===== src/rtl/bcount_sequencer.sv =====
// Sequencer for the bottle-count decrementer: loads an initial count, issues timed
// and manual decrement strobes with one-cycle datapath latency, and flags exhaustion.
module bcount_sequencer #(
  parameter int unsigned WIDTH     = 8,
  parameter int unsigned TICK_DIV  = 100000000,
  parameter int unsigned MAX_COUNT = 99
) (
  input  logic             clk,
  input  logic             reset_n,
  input  logic             load,
  input  logic [WIDTH-1:0] load_value,
  input  logic             start,
  input  logic             pause,
  input  logic             dec_req,
  input  logic [WIDTH-1:0] count_in,
  output logic             load_en,
  output logic [WIDTH-1:0] load_data,
  output logic             dec_en,
  output logic             running,
  output logic             done
);

  localparam int unsigned PW = (TICK_DIV > 2) ? $clog2(TICK_DIV) : 1;
  localparam logic [PW-1:0]    TICK_LAST = PW'(TICK_DIV - 1);
  localparam logic [WIDTH-1:0] MAX_VAL   = WIDTH'(MAX_COUNT);

  typedef enum logic [1:0] {IDLE, RUN, PAUSE, DONE} state_t;

  state_t          state, state_n;
  logic [PW-1:0]   presc, presc_n;
  logic            pending, pending_n;
  logic            load_en_n, dec_en_n, running_n, done_n;
  logic [WIDTH-1:0] load_data_n;
  logic            tick, req, cooldown, count_zero;

  // A strobe issued this cycle is not yet visible on count_in, so it blocks the
  // next issue; this gives the two-cycle minimum spacing between dec_en pulses.
  assign cooldown   = dec_en | load_en;
  assign count_zero = (count_in == '0);
  assign tick       = (state == RUN) && (presc == TICK_LAST);
  assign req        = tick | (dec_req & (state != DONE));

  always_comb begin
    state_n     = state;
    presc_n     = presc;
    pending_n   = pending;
    load_en_n   = 1'b0;
    dec_en_n    = 1'b0;
    load_data_n = load_data;

    if (state == RUN) presc_n = tick ? '0 : presc + 1'b1;

    if (load) begin
      state_n     = IDLE;
      load_en_n   = 1'b1;
      load_data_n = (load_value > MAX_VAL) ? MAX_VAL : load_value;
      presc_n     = '0;
      pending_n   = 1'b0;
    end else begin
      unique case (state)
        IDLE: if (start) begin
          state_n = RUN;
          presc_n = '0;
        end
        RUN: begin
          if (pause) state_n = PAUSE;
          else if (!cooldown && !pending && count_zero) state_n = DONE;
        end
        PAUSE: if (start) state_n = RUN;
        DONE: ;
        default: state_n = IDLE;
      endcase

      if (cooldown) begin
        if (req) pending_n = 1'b1;
      end else begin
        // Anything that cannot issue now (count exhausted) is discarded, not kept.
        pending_n = 1'b0;
        if ((req || pending) && !count_zero && state != DONE) dec_en_n = 1'b1;
      end
    end

    running_n = (state_n == RUN);
    done_n    = (state_n == DONE);
  end

  always_ff @(posedge clk or negedge reset_n) begin
    if (!reset_n) begin
      state     <= IDLE;
      presc     <= '0;
      pending   <= 1'b0;
      load_en   <= 1'b0;
      load_data <= '0;
      dec_en    <= 1'b0;
      running   <= 1'b0;
      done      <= 1'b0;
    end else begin
      state     <= state_n;
      presc     <= presc_n;
      pending   <= pending_n;
      load_en   <= load_en_n;
      load_data <= load_data_n;
      dec_en    <= dec_en_n;
      running   <= running_n;
      done      <= done_n;
    end
  end

endmodule


===== config.mk =====
export PLATFORM = sky130hd
export DESIGN_NAME = bcount_sequencer
export DESIGN_NICKNAME = d
export VERILOG_FILES = /design/src/rtl/bcount_sequencer.sv
export SDC_FILE = /design/constraint.sdc
export NUM_CORES = 1
export LEC_CHECK = 0
export ABC_CLOCK_PERIOD_IN_PS = 2100
export CAP_MARGIN = 40
export CORE_UTILIZATION = 35
export DETAILED_ROUTE_END_ITERATION = 8
export GPL_TIMING_DRIVEN = 0
export SLEW_MARGIN = 15
export SYNTH_ARGS = -nofsm -noshare
export SYNTH_HDL_FRONTEND = slang
export SYNTH_SLANG_ARGS = --single-unit

===== constraint.sdc =====
create_clock -name clk -period 2.1 [get_ports clk]
set_input_delay 0.63 -clock clk [delete_from_list [all_inputs] [get_ports clk]]
set_output_delay 0.63 -clock clk [all_outputs]
set_load 0.005 [all_outputs]

* Word-level counts from Yosys, hierarchy flattened
Cells that the tools add are included.
W data, S select, Z words.
** Word-level totals
- Register bits after elaboration :: 42
- Latch bits :: 0
- Memory bits (writable) :: 0
- ROM bits :: 0
- Bits of input ports :: 22
- Logic and storage cells :: 50
- Memories kept :: 0
** Cells by class
- Add/sub/neg operators :: 1
- Multiply operators :: 0
- Div/mod/pow operators :: 0
- $lt $le $gt $ge :: 1
- Equal/unequal tests :: 7
- Shift operators :: 0
- Mux-type cells :: 18
- Bitwise logic cells :: 3
- Reductions and logical operators :: 12
** Operator list (count)
- $mux W27 :: 5
- $add A27 B1 Y27 const B :: 1
- $eq A27 B27 Y1 const B :: 1
- $gt A8 B7 Y1 const B :: 1
- $logic_not A8 Y1 :: 1
- $mux W2 :: 4
- $mux W8 :: 1
- $mux W1 :: 7
- $logic_and A1 B1 Y1 :: 5
- $eq A2 B1 Y1 const B :: 2
- $eq A2 B2 Y1 const B :: 2
- $pmux W2 S2 :: 1
- $logic_not A1 Y1 :: 3
- $ne A3 B3 Y1 const B :: 1
- $logic_not A2 Y1 :: 1
- $ne A2 B2 Y1 const B :: 1
- $or A1 B1 Y1 :: 2
- $reduce_or A2 Y1 :: 1
- $and A1 B1 Y1 :: 1
- $logic_or A1 B1 Y1 :: 1

* Longest topological paths before layout
- Depth in word-level cells :: 9
- Gate-level depth with buffers :: 7
- Depth with buffers taken out :: 6

* Least setup slack after synthesis
Ideal clock, no wire load.
- Path kind :: reg2reg
- From :: register presc[19]
- To :: register presc[11]
- Setup time :: 0.121 ns
- Data arrival time :: 1.737 ns
- Data required time :: 1.979 ns
- Setup slack :: 0.242 ns
- Stages on the path, launching flop included :: 8
- Buffers on the path :: 2
- Cells stage by stage :: dfrtp_1 nor4b_1 and4b_1 clkbuf_1 nand3_2 o21ai_1 buf_2 nor2_1
** Between the ends
- Word-level cells in the longest chain between the ends :: 7
** RTL lines
- from (decl) :: line 30 : logic [PW-1:0] presc, presc_n;
- from (signal assigned) :: line 99 : presc <= presc_n;
- $eq A27 B27 Y1 * :: line 40 : assign tick = (state == RUN) && (presc == TICK_LAST);
- $logic_and A1 B1 Y1 * :: line 40
- $mux W27 * (2 in series) :: line 51 : if (state == RUN) presc_n = tick ? '0 : presc + 1'b1;
- $mux W27 :: line 61 : IDLE: if (start) begin
- $mux W27 * :: line 60 : unique case (state)
- $mux W27 * :: line 53 : if (load) begin
- net presc_n[11] :: line 30
The timed path passes the listed nets; every way through them passes the cells marked *.
A chain may end at the register's enable or synchronous reset.

* Final worst setup path
- From :: register presc[4]
- To :: register presc[16]
** Between the ends
- Word-level cells in the longest chain between the ends :: 7
** RTL lines (line)
- parallel branches: the longest is 2 deep, another holds $add A27 B1 Y27
- $mux W27 * (2 in series) :: 51
- $mux W27 :: 61
- $mux W27 * :: 60
- $mux W27 * :: 53
- net presc_n[16] :: 30
Mark *: on every way through the listed nets, which the timed path passes.

==> impl_metrics.csv <==
group,metric,value,unit
sta,fin_tns_setup,0,ps
worst_setup_path,cp-start-kind,"flip-flop",
layout,diodes,0,
floorplan,die-area,6360,um^2
clocking,cts_tree,"yes",
global_route,grt_start_max_net_pins,31,
synthesis,avgSynthCellArea,9.29,um^2
worst_setup_path,reg2regPathDepth,6,
synthesis,synth_cells,228,
floorplan,die_x,79.8,um
clocking,numCtsBuffers,5,
routing,dr.pass1.iters,4,
worst_hold_path,holdCritPathClass,"in2async",
layout,layout-drive-gt1-share,13.3,%
worst_setup_path,cp_max_fo,7,
flow_run,maxCapViolations,0,
clocking,cts_buffer_depth,2,
power,power_leakage,1.10,nW
layout,utilization,48.9,%
synthesis,synth_cell_type_count,41,
floorplan,start_util,37.3,%
sta,hold_viol_final,0,
floorplan,dieHeight,79.8,um
sta,max-slew-margin-rel,57.2,%
clocking,htree_num_levels,2,
global_route,antenna_found_initial,0,
floorplan,core-area,5680,um^2
sta,skew,10.4,ps
placed_design,gp_congestion,0.825,
power,power_per_cell_area,597,nW/um^2
sta,slew_violations,0,
global_route,grt-ovfl-total,0,
worst_setup_path,critPathKind,"reg2reg",
sta,finalSetupViolCount,0,
global_route,track_usage,16.6,%
floorplan,num_io_pins,34,
global_route,grt_pass1_vias,1774,
synthesis,ys_ff_latch,42,
synthesis,async_reset_ff_share,100,%
worst_setup_path,critPathRequiredTime,2330,ps
routing,drc,0,
power,power,1.66,mW
clocking,cts.clk_slew.worst_paths,80,ps
worst_setup_path,worstSetupEndpointType,"flip-flop",
layout,area_growth,31.1,%
sta,worst_slew_pin_slew,637,ps
power,p_sw,0.360,mW
placed_design,dpl.hpwl,3.53,mm
synthesis,ys_warn_count,0,
synthesis,syn_area,2120,um^2
clocking,cts_sinks,42,
routing,avgViaCountPerCell,5.13,
synthesis,synth-edff-count,0,
placed_design,post-place-cells,335,
synthesis,synth_ff_type,"dfrtp_1",
routing,wirelength,4.84,mm
worst_setup_path,cp.arrival,2200,ps
routing,wl_per_cell,13.8,um
sta,fmax,507,MHz
placed_design,io_buffers,33,
synthesis,syn-num-nets,251,
routing,ant_nets,0,
sta,rsz0062_at_grt,"yes",
outcome,status,"finished, final reports clean",
power,pwr-share-seq,50.7,%
layout,finalNetCount,301,
floorplan,rows,27,
routing,num_vias,1795,
power,power.internal,1.30,mW
clocking,cts_hold_buffers,0,
sta,fin_crit,1970,ps
power,clkPwrFrac,39.2,%
clocking,cts_root_buf,"clkbuf_8",
clocking,clk_latency,300,ps
global_route,grt_first_pass_wirelength,8.04,mm
sta,period_share,93.9,%
power,p_sw_share,21.7,%
power,vdd_drop_max,0.324,mV
routing,drt_iter0_drc,47,
power,combPwrFrac,10.0,%
synthesis,synth-seq-area-share,49.6,%
layout,layout.cells.non_filler,350,
==> per-stage QoR <==
step                area [um^2]  hold WS [ps]  setup WS, ps
floorplan                  2120           334           242
global placement           2540           484          -747
detailed placement         2560           495          -188
CTS                        2680           221          15.6
global route               2780           221         -20.8
finish                     2780           219           127
==> area by class of cell <==
cell class | instances | area (um^2)
Clock buffer | 6 | 82.6
Timing Repair Buffer | 45 | 425
Inverter | 10 | 37.5
Fill cell | 551 | 2900
Sequential cell | 42 | 1050
Multi-Input combinational cell | 168 | 1030
Tap cell | 72 | 90.1
Buffer | 6 | 27.5
Clock inverter | 1 | 30.0
==> worst max-delay path: stages, from the launching register on <==
cell and delay (ps):
dfrtp_1 420, nand4_1 150, or3_1 400, buf_4 180, a31o_1 210, or4_1 460
o21ai_1 80
==> cells in the mapped netlist (4+ instances only) <==
cell type | instances | area share (%)
a21oi_1 | 13 | 3.1
a31oi_1 | 7 | 2.1
clkbuf_1 | 6 | 1.1
dfrtp_1 | 42 | 50
inv_1 | 10 | 1.8
nand2_1 | 18 | 3.2
nand3_1 | 15 | 3.5
nand4_1 | 4 | 1.2
nor2_1 | 32 | 5.7
nor3_1 | 4 | 0.95
nor4_1 | 5 | 1.5
o21ai_0 | 10 | 2.4
xnor2_1 | 6 | 2.5
xor2_1 | 10 | 4.1
==> final timing paths <==
path                         startpoint            to  slack [ps]
max                            presc[4]     presc[16]         130
min                             reset_n     presc[12]         220
max reg2reg                    presc[4]     presc[16]         130
min reg2reg                load_data[7]  load_data[7]         510
max in group asynchronous       reset_n      state[0]        1420
min in group clk           load_data[7]  load_data[7]         510
==> flip-flops by register name, indices dropped and copies added (netlist names) <==
name       cells
dec_en         1
done           1
load_data      8
load_en        1
pending        1
presc         27
running        1
state          2
==> logic make-up after synthesis <==
logic type      count (synthesis)  share of synthesized area (%)
xor+xnor                       16                           6.62
buf+inv                        18                           3.31
mux                             1                          0.473
flops                          42                           49.6
fa+ha+maj                       1                          0.591
simple gates                  109                           27.9
compound gates                 41                           11.5
==> layer usage <==
| layer | share of wire [%] | routed length [um] | global-route usage (%) | vias to the layer above |
|---|---|---|---|---|
| met3 | 2.2 | 108 | 4.00 | 7 |
| met2 | 50 | 2410 | 27.4 | 19 |
| met1 | 46 | 2250 | 20.5 | 861 |
| li1 | - | - | - | 908 |
| met4 | 1.6 | 76 | 6.79 | 0 |
| met5 | 0 | 0 | 0 | - |
==> power groups by stage <==
stage | combinational [mW] | clock, mW | sequential (mW)
2_1_floorplan | 0.0517 | 0 | 0.858
3_3_place_gp | 0.158 | 0 | 0.857
3_5_place_dp | 0.162 | 0 | 0.858
4_1_cts | 0.163 | 0.667 | 0.842
5_1_grt | 0.187 | 0.706 | 0.844
6_report | 0.167 | 0.650 | 0.841
==> what timing repair did <==
| item | CTS | global route |
|---|---|---|
| gates resized for setup | 2 | 9 |
| pin swaps | 0 | 3 |
| setup buffers | 0 | 10 |
| setup endpoints to repair | 11 | 17 |
==> cells in the final DEF (no fill, tap or decap), types with 2 or more instances in the layout <==
master	instances
xor2_1	10
dfrtp_2	2
clkbuf_1	4
clkdlybuf4s50_1	32
nand3_1	15
nor4_1	4
nand3b_1	2
nand4_1	4
o21ai_0	10
a21oi_1	13
buf_4	11
or2_2	3
nand2_1	18
nand4b_1	3
or4_1	3
nor2_1	32
clkbuf_8	6
inv_1	10
buf_2	3
and2_1	3
a32oi_1	2
a211oi_1	2
o211ai_1	2
nor2b_1	2
dfrtp_1	40
xnor2_1	6
nor3_1	4
or3_1	3
a31oi_1	6
nor4_2	3
Note: power is estimated with default switching activity, not from simulation.
